===== src/rtl/updi_pkg.sv =====
// -----------------------------------------------------------------------------
// updi_pkg
// Shared UPDI definitions: protocol byte constants and the state type used by
// the response handler FSM.
// -----------------------------------------------------------------------------
package updi_pkg;

    localparam logic [7:0] UPDI_SYNCH = 8'h55;
    localparam logic [7:0] UPDI_ACK   = 8'h40;

    typedef enum logic [1:0] {
        IDLE,
        READ,
        FINISH
    } state_t;

endpackage


===== src/rtl/updi_timeout_counter.sv =====
// -----------------------------------------------------------------------------
// updi_timeout_counter
// Idle-cycle counter for the response handler. Counts enabled cycles since the
// last clear and flags expiry once TIMEOUT_CYCLES-1 is reached; it then holds
// until cleared.
// Ports:
//   i_clk      clock
//   i_rst      asynchronous active-high reset
//   i_clear    restart the count from zero (has priority over i_enable)
//   i_enable   count this cycle
//   o_expired  count has reached TIMEOUT_CYCLES-1
// -----------------------------------------------------------------------------
module updi_timeout_counter #(
    parameter int TIMEOUT_CYCLES = 65536
) (
    input  logic i_clk,
    input  logic i_rst,
    input  logic i_clear,
    input  logic i_enable,
    output logic o_expired
);

    localparam int CW = $clog2(TIMEOUT_CYCLES) + 1;

    logic [CW-1:0] r_count;

    always_ff @(posedge i_clk or posedge i_rst) begin
        if (i_rst) begin
            r_count <= '0;
        end else if (i_clear) begin
            r_count <= '0;
        end else if (i_enable && !o_expired) begin
            r_count <= r_count + 1'b1;
        end
    end

    assign o_expired = (r_count == CW'(TIMEOUT_CYCLES - 1));

endmodule


===== src/rtl/updi_response_handler.sv =====
// -----------------------------------------------------------------------------
// updi_response_handler
// Receive side of the UPDI link. Pops bytes from the UART RX FIFO, drops the
// single-wire echo of transmitted bytes, captures the response payload and
// optionally checks a trailing ACK byte (0x40).
//
// Optional feature: define UPDI_RESPONSE_TIMEOUT_EN to abort a transaction
// after TIMEOUT_CYCLES consecutive READ cycles without a received byte.
//
// Ports:
//   i_clk, i_rst          clock, asynchronous active-high reset
//   i_start               begin a transaction (only while o_ready)
//   o_ready               idle, accepts i_start
//   o_done                1-cycle end-of-transaction pulse
//   o_error               1-cycle pulse with o_done: bad length, ACK mismatch, timeout
//   o_ack_received        1-cycle pulse when the expected ACK byte is 0x40
//   i_discard_len         echo bytes to drop first
//   i_rx_len              response bytes to capture
//   i_expect_ack          read one ACK byte after the payload
//   o_data                captured bytes, o_data[0] received first
//   o_data_count          bytes captured in this transaction
//   i_fifo_data           RX FIFO output, valid the cycle after o_fifo_rd_en
//   o_fifo_rd_en          RX FIFO pop
//   i_fifo_empty          RX FIFO empty
// -----------------------------------------------------------------------------
module updi_response_handler
    import updi_pkg::*;
#(
    parameter int MAX_DATA_SIZE  = 16,
    parameter int DATA_ADDR_BITS = $clog2(MAX_DATA_SIZE),
    parameter int TIMEOUT_CYCLES = 65536
) (
    input  logic                           i_clk,
    input  logic                           i_rst,
    input  logic                           i_start,
    output logic                           o_ready,
    output logic                           o_done,
    output logic                           o_error,
    output logic                           o_ack_received,
    input  logic [DATA_ADDR_BITS:0]        i_discard_len,
    input  logic [DATA_ADDR_BITS:0]        i_rx_len,
    input  logic                           i_expect_ack,
    output logic [MAX_DATA_SIZE-1:0][7:0]  o_data,
    output logic [DATA_ADDR_BITS:0]        o_data_count,
    input  logic [7:0]                     i_fifo_data,
    output logic                           o_fifo_rd_en,
    input  logic                           i_fifo_empty
);

    localparam int LW = DATA_ADDR_BITS + 1;
    localparam int TW = DATA_ADDR_BITS + 2;

    state_t                        r_state;
    state_t                        w_next;
    logic [LW-1:0]                 r_discard_len;
    logic [LW-1:0]                 r_rx_len;
    logic [LW-1:0]                 r_data_count;
    logic                          r_expect_ack;
    logic                          r_error;
    logic                          r_pending;
    logic [TW-1:0]                 r_total;
    logic [TW-1:0]                 r_issued;
    logic [TW-1:0]                 r_processed;
    logic [MAX_DATA_SIZE-1:0][7:0] r_data;

    logic          w_start;
    logic          w_bad_len;
    logic [TW-1:0] w_start_total;
    logic [TW-1:0] w_data_end;
    logic          w_last;
    logic          w_is_data;
    logic          w_is_ack;
    logic          w_ack_ok;
    logic          w_timeout;

    assign w_start       = (r_state == IDLE) && i_start;
    assign w_bad_len     = (i_rx_len > LW'(MAX_DATA_SIZE));
    assign w_start_total = TW'(i_discard_len) + TW'(i_rx_len) + TW'(i_expect_ack);

    // r_pending marks the byte popped last cycle now present on i_fifo_data;
    // r_processed is its index within the transaction.
    assign w_data_end = TW'(r_discard_len) + TW'(r_rx_len);
    assign w_last     = r_pending && (r_processed == r_total - 1'b1);
    assign w_is_data  = r_pending && (r_processed >= TW'(r_discard_len))
                                  && (r_processed <  w_data_end);
    assign w_is_ack   = w_last && r_expect_ack;
    assign w_ack_ok   = w_is_ack && (i_fifo_data == UPDI_ACK);

`ifdef UPDI_RESPONSE_TIMEOUT_EN
    logic w_expired;

    updi_timeout_counter #(
        .TIMEOUT_CYCLES (TIMEOUT_CYCLES)
    ) u_timeout (
        .i_clk     (i_clk),
        .i_rst     (i_rst),
        .i_clear   (w_start || r_pending),
        .i_enable  ((r_state == READ) && !r_pending),
        .o_expired (w_expired)
    );

    // A byte arriving in the expiry cycle wins over the timeout.
    assign w_timeout = (r_state == READ) && !r_pending && w_expired;
`else
    logic w_unused_timeout;
    assign w_unused_timeout = (TIMEOUT_CYCLES == 0);
    assign w_timeout        = 1'b0;
`endif

    always_ff @(posedge i_clk or posedge i_rst) begin
        if (i_rst) begin
            r_state <= IDLE;
        end else begin
            r_state <= w_next;
        end
    end

    always_comb begin
        w_next         = r_state;
        o_ready        = 1'b0;
        o_done         = 1'b0;
        o_error        = 1'b0;
        o_ack_received = 1'b0;
        o_fifo_rd_en   = 1'b0;
        case (r_state)
            IDLE: begin
                o_ready = 1'b1;
                if (i_start) begin
                    w_next = (w_bad_len || (w_start_total == '0)) ? FINISH : READ;
                end
            end
            READ: begin
                o_fifo_rd_en   = !i_fifo_empty && (r_issued < r_total) && !w_timeout;
                o_ack_received = w_ack_ok;
                if (w_last || w_timeout) begin
                    w_next = FINISH;
                end
            end
            FINISH: begin
                o_done  = 1'b1;
                o_error = r_error;
                w_next  = IDLE;
            end
            default: w_next = IDLE;
        endcase
    end

    always_ff @(posedge i_clk or posedge i_rst) begin
        if (i_rst) begin
            r_discard_len <= '0;
            r_rx_len      <= '0;
            r_expect_ack  <= 1'b0;
            r_total       <= '0;
            r_issued      <= '0;
            r_processed   <= '0;
            r_pending     <= 1'b0;
            r_data_count  <= '0;
            r_error       <= 1'b0;
            r_data        <= '0;
        end else begin
            r_pending <= o_fifo_rd_en;
            if (w_start) begin
                r_discard_len <= i_discard_len;
                r_rx_len      <= i_rx_len;
                r_expect_ack  <= i_expect_ack;
                r_total       <= w_start_total;
                r_issued      <= '0;
                r_processed   <= '0;
                r_data_count  <= '0;
                r_error       <= w_bad_len;
            end
            if (o_fifo_rd_en) begin
                r_issued <= r_issued + 1'b1;
            end
            if (r_pending) begin
                r_processed <= r_processed + 1'b1;
            end
            if (w_is_data) begin
                r_data[r_data_count[DATA_ADDR_BITS-1:0]] <= i_fifo_data;
                r_data_count <= r_data_count + 1'b1;
            end
            if ((w_is_ack && !w_ack_ok) || w_timeout) begin
                r_error <= 1'b1;
            end
        end
    end

    assign o_data       = r_data;
    assign o_data_count = r_data_count;

endmodule


===== config.mk =====
export PLATFORM = sky130hd
export DESIGN_NAME = updi_response_handler
export DESIGN_NICKNAME = d
export VERILOG_FILES = /design/src/rtl/updi_pkg.sv /design/src/rtl/updi_timeout_counter.sv /design/src/rtl/updi_response_handler.sv
export SDC_FILE = /design/constraint.sdc
export NUM_CORES = 1
export LEC_CHECK = 0
export CAP_MARGIN = 0
export CELL_PAD_IN_SITES_DETAIL_PLACEMENT = 2
export CELL_PAD_IN_SITES_GLOBAL_PLACEMENT = 2
export CORE_MARGIN = 8
export CORE_UTILIZATION = 38
export CTS_BUF_LIST = sky130_fd_sc_hd__clkbuf_4 sky130_fd_sc_hd__clkbuf_8
export DETAILED_ROUTE_END_ITERATION = 8
export GPL_TIMING_DRIVEN = 0
export PLACE_DENSITY_LB_ADDON = 0.1
export SETUP_SLACK_MARGIN = 0.02
export SLEW_MARGIN = 20
export SYNTH_ARGS = -nofsm -noshare
export SYNTH_HDL_FRONTEND = slang
export SYNTH_SLANG_ARGS = --single-unit

===== constraint.sdc =====
create_clock -name i_clk -period 10.9 [get_ports i_clk]
set_clock_uncertainty 0.2 [all_clocks]
set_input_delay 1.09 -clock i_clk [delete_from_list [all_inputs] [get_ports i_clk]]
set_output_delay 1.09 -clock i_clk [all_outputs]
set_load 0.05 [all_outputs]

Word-level counts from Yosys, hierarchy flattened
Index checks and enable logic that the tools add are counted.

operators by class
  $add $sub $neg = 7
  $lt $le $gt $ge = 6
  equality and inequality tests = 6
  multiplexer cells = 19
  reductions and logical operators = 19

operator list
  operator                                                            number
  bitwise mux 128 bit                                                 1
  demux 8 bit (select 4 bit)                                          1
  2-to-1 mux 6 bit                                                    3
  adder 5 x 5 -> 6 bit                                                2
  adder 6 x 1 -> 6 bit (second input constant)                        2
  < comparator 6 bit                                                  2
  2-to-1 mux 5 bit                                                    2
  logical AND 1 bit                                                   9
  == test 8 x 7 -> 1 bit (second input constant)                      1
  2-to-1 mux 8 bit                                                    1
  nonzero test 2 bit                                                  4
  2-to-1 mux 1 bit                                                    7
  adder 6 x 1 -> 6 bit                                                1
  == test 6 bit                                                       1
  greater-or-equal comparator 6 x 5 -> 1 bit                          1
  logical NOT 6 bit                                                   1
  2-to-1 mux 2 bit                                                    3
  subtractor 6 x 1 -> 6 bit (second input constant)                   1
  adder 5 x 1 -> 5 bit (second input constant)                        1
  > comparator 5 bit (second input constant)                          1
  < comparator 4 x 5 -> 1 bit (second input constant)                 1
  greater-or-equal comparator 4 x 1 -> 1 bit (second input constant)  1
  inequality test 2 bit (second input constant)                       2
  one-hot mux 2 bit (2 select lines)                                  1
  other kinds (6)                                                     7

word-level totals
  bits in registers = 166
  input port bits = 23
  output and inout bits = 138
  word-level logic and storage cells = 83

Logic depth before layout (Yosys ltp)
  word-level depth = 8
  mapped depth = 15
  depth with buffers taken out = 13

Least setup slack after synthesis
No wires, ideal clock.

  kind = in2out
  start = input port i_fifo_data[0]
  end = output port o_ack_received
  arrival time = 2.913 ns
  required time = 9.610 ns
  setup slack = 6.697 ns
  cell stages on the path = 3
  path buffers = 0
  path through = nor4b_1 nand2_1 nor4_1

between the ends
  longest elaborated chain between the ends = 3

ends and longest elaborated chain
  element                 RTL line                      RTL
  start: declaration      updi_response_handler.sv:45   input logic [7:0] i_fifo_data,
  == test 8 x 7 -> 1 bit  updi_response_handler.sv:87   assign w_ack_ok = w_is_ack && (i_fifo_data == UPDI_ACK);
  logical AND 1 bit       updi_response_handler.sv:87
  2-to-1 mux 1 bit        updi_response_handler.sv:125  case (r_state)
  end: declaration        updi_response_handler.sv:39   output logic o_ack_received,

No other way between the ends.

Worst setup path after layout
  start = input port i_fifo_data[3]
  end = output port o_ack_received

The elaborated chain is that of the path after synthesis.

==> reports/metrics.cfg <==
[placed_design]
dp_hpwl_um=17300
dpl.cell_count=1000
place_congestion=0.786
io_buffers=160

[clock_tree]
clk_pin_slew_ns=0.09
clock-sinks=166
cts-root-buf=clkbuf_8
post_cts_resized=0
hold_buffers=0
cts_max_level=4
post_cts_buffers=0
clock_latency_ns=0.46
clock_path_buffers=2
cts_made_buffers=17
cts_tree=built

[sta]
max_slew.worst_pin.slew_ns=0.764
clock.fmax_mhz=208
slew_violations=0
setup_tns_ns=0
slew_headroom_pct=49.0
fin_crit_sh_pct=44.0
setup_viol=0
hold_viol=0
period_needed_ns=4.80
rsz0062_at_grt=false
fin_hold_ws_ns=0.289

[grt]
track_usage_pct=19.5
antenna_found_initial=0
grt_max_degree=85
grt_pass1_wl_um=36400
overflow=0
grt_pass1_vias=6119

[finish]
area_delta_synth_final_pct=31.7
regArea_um2=4150
final_nets=810
fill_cells=1947
instances_no_fill=1033
multi_input_area_um2=3040
drive_gt1_share_pct=7.30

[synthesis]
synth_largest_area_cell=dfrtp_1
yosys-top-cells-count=dfrtp_1 (166), mux2_1 (130), nand2_1 (47)
ys_async_sr_fraction_pct=100
synthAdderAreaFrac_pct=5.71
synth.area.mux_share_pct=20.2
yosysWarnings=0
synth_xor_area_share_pct=1.99
synth_edf_count=0
synth-seq-area-share_pct=55.4
yosysUniqueCellTypes=49
ys_ff_latch=166
synthCells=574
post-synth-top-area-fraction_pct=55.4
syn-num-nets=630
synth_area_um2=7500
synth_flop_cell=dfrtp_1
yosysMostFrequentCell=dfrtp_1
synth_top_family_by_area=multiplexers
synth_area_leaders=dfrtp_1 (55%), mux2_1 (20%), ha_1 (5.2%), nand2_1 (2.4%), buf_6 (1.8%)
yosys.area_share.simple_pct=7.39
synth_compound_area_share_pct=5.26
postSynthAreaPerCell_um2=13.1

[route]
drtIter0Drc=122
antenna_left=0
drt_wl_total_um=22900
vias=5234
wl_per_cell_um=22.2
route.detailed.drc=0
drt_pass1_iterations=4
vias_per_cell=5.07

[power]
power_switching_mw=0.998
p_int_mw=1.33
p_per_area_nw_per_um2=236
comb_power_share_pct=43.6
p_sw_share_pct=42.9
p_seq_share_pct=36.9
p_leak_nw=4.72
vdd_ir_drop_max_uv=96.5
clock_power_share_pct=19.5

[critical_path]
crit_chain=clkdlybuf4s50_1 > nor4_1 > nand2_1 > nor4_1 > clkdlybuf4s50_1
worst_setup_path_end_kind=output port
crit_path_start_kind=input pin
slowest_delay_ns=0.87
path_delay_family=buffers and inverters
crit_type=input pin to output port
critPathRequiredTime_ns=9.61
path_max_fanout=8
cp_slowest_cell=clkdlybuf4s50_1
crit_arrival_ns=3.51
crit_buf_inv=2

[die]
die_height_um=156
initial_core_util_pct=38.6
rows=51
pin_count=161
die_x_um=156
coreArea_um2=19400
die-area_um2=24500

[flow_run]
cap_violations=0

[status]
outcome=finished clean

[min_path]
hp-class=register to register

-- flip-flops by register name, summed over array words and instances, names as in the netlist --
register,cells
r_issued,6
r_processed,6
o_data,128
r_rx_len,5
r_error,1
r_expect_ack,1
r_total,6
r_pending,1
r_state,2
o_data_count,5
r_discard_len,5
-- worst paths after layout --
| path | start | to | slack (ns) | cells after the start |
|---|---|---|---|---|
| worst max register to register | r_discard_len[0]$_DFFE_PP0P_ | o_data[17]$_DFFE_PP0P_ | 6.91 | 15 |
| worst min-delay path | o_data[113]$_DFFE_PP0P_ | o_data[113]$_DFFE_PP0P_ | 0.29 | 1 |
| min in group asynchronous | i_rst | o_data[83]$_DFFE_PP0P_ | 0.89 | 2 |
| worst min register to register | o_data[113]$_DFFE_PP0P_ | o_data[113]$_DFFE_PP0P_ | 0.29 | 1 |
| worst max-delay path | i_fifo_data[3] | o_ack_received | 6.10 | 5 |
| max in group asynchronous | i_rst | o_data[51]$_DFFE_PP0P_ | 8.79 | 3 |
-- placed cells by master, fill, tap and decap left out, drive strengths merged, types with 16 or more instances in the layout --
master           n
mux2           131
nand2           47
ha              31
dfrtp          166
o21ai           20
inv             27
clkbuf          35
buf             18
clkdlybuf4s50  160
and3            16
-- kinds of logic (layout without fill, tap and decap cells) --
group / after synthesis / after routing
AO/OA/AOI/OAI: 60 / 60
XOR/XNOR: 17 / 17
adder cells (fa/ha/maj): 33 / 33
buffers and inverters: 54 / 247
flip-flops: 166 / 166
multiplexers: 135 / 135
other: 0 / 1
AND/OR/NAND/NOR: 109 / 109
-- power groups by stage --
stage / Combinational [mW] / Sequential, mW / Clock, mW
2_1_floorplan: 0.372 / 1.15 / 0
3_3_place_gp: 0.974 / 0.859 / 0
3_5_place_dp: 1.02 / 0.873 / 0
4_1_cts: 1.03 / 0.860 / 0.468
5_1_grt: 1.10 / 0.877 / 0.488
6_report: 1.02 / 0.857 / 0.454
-- stage by stage --
step	total power, mW	setup slack (ns)	utilization (%)	instance area (µm²)
5_1_grt	2.46	6.02	50.9	9870
2_1_floorplan	1.52	5.12	-	7500
3_5_place_dp	1.89	6.11	48.8	9460
4_1_cts	2.36	6.09	50.9	9870
3_3_place_gp	1.83	3.07	48.6	9430
6_report	2.33	6.10	50.9	9870
-- routing by layer --
metal,up-vias,wire [µm],GRT usage (%)
met3,28,1020,4.11
met1,2716,9480,22.8
met2,116,12000,35.0
met5,-,0,0
met4,0,404,6.18
li1,2374,-,-
-- final cells by class --
type                    instances  area share, %
inverters                      22          0.913
clock buffers                  20           2.66
repair buffers                161           16.5
clock inverters                12           1.43
multi-input cells             354           30.8
plain buffers                  32           2.22
flip-flops and latches        166           42.1
diodes                          1         0.0254
well taps                     265           3.36
Power figures use the tool's default switching activity.
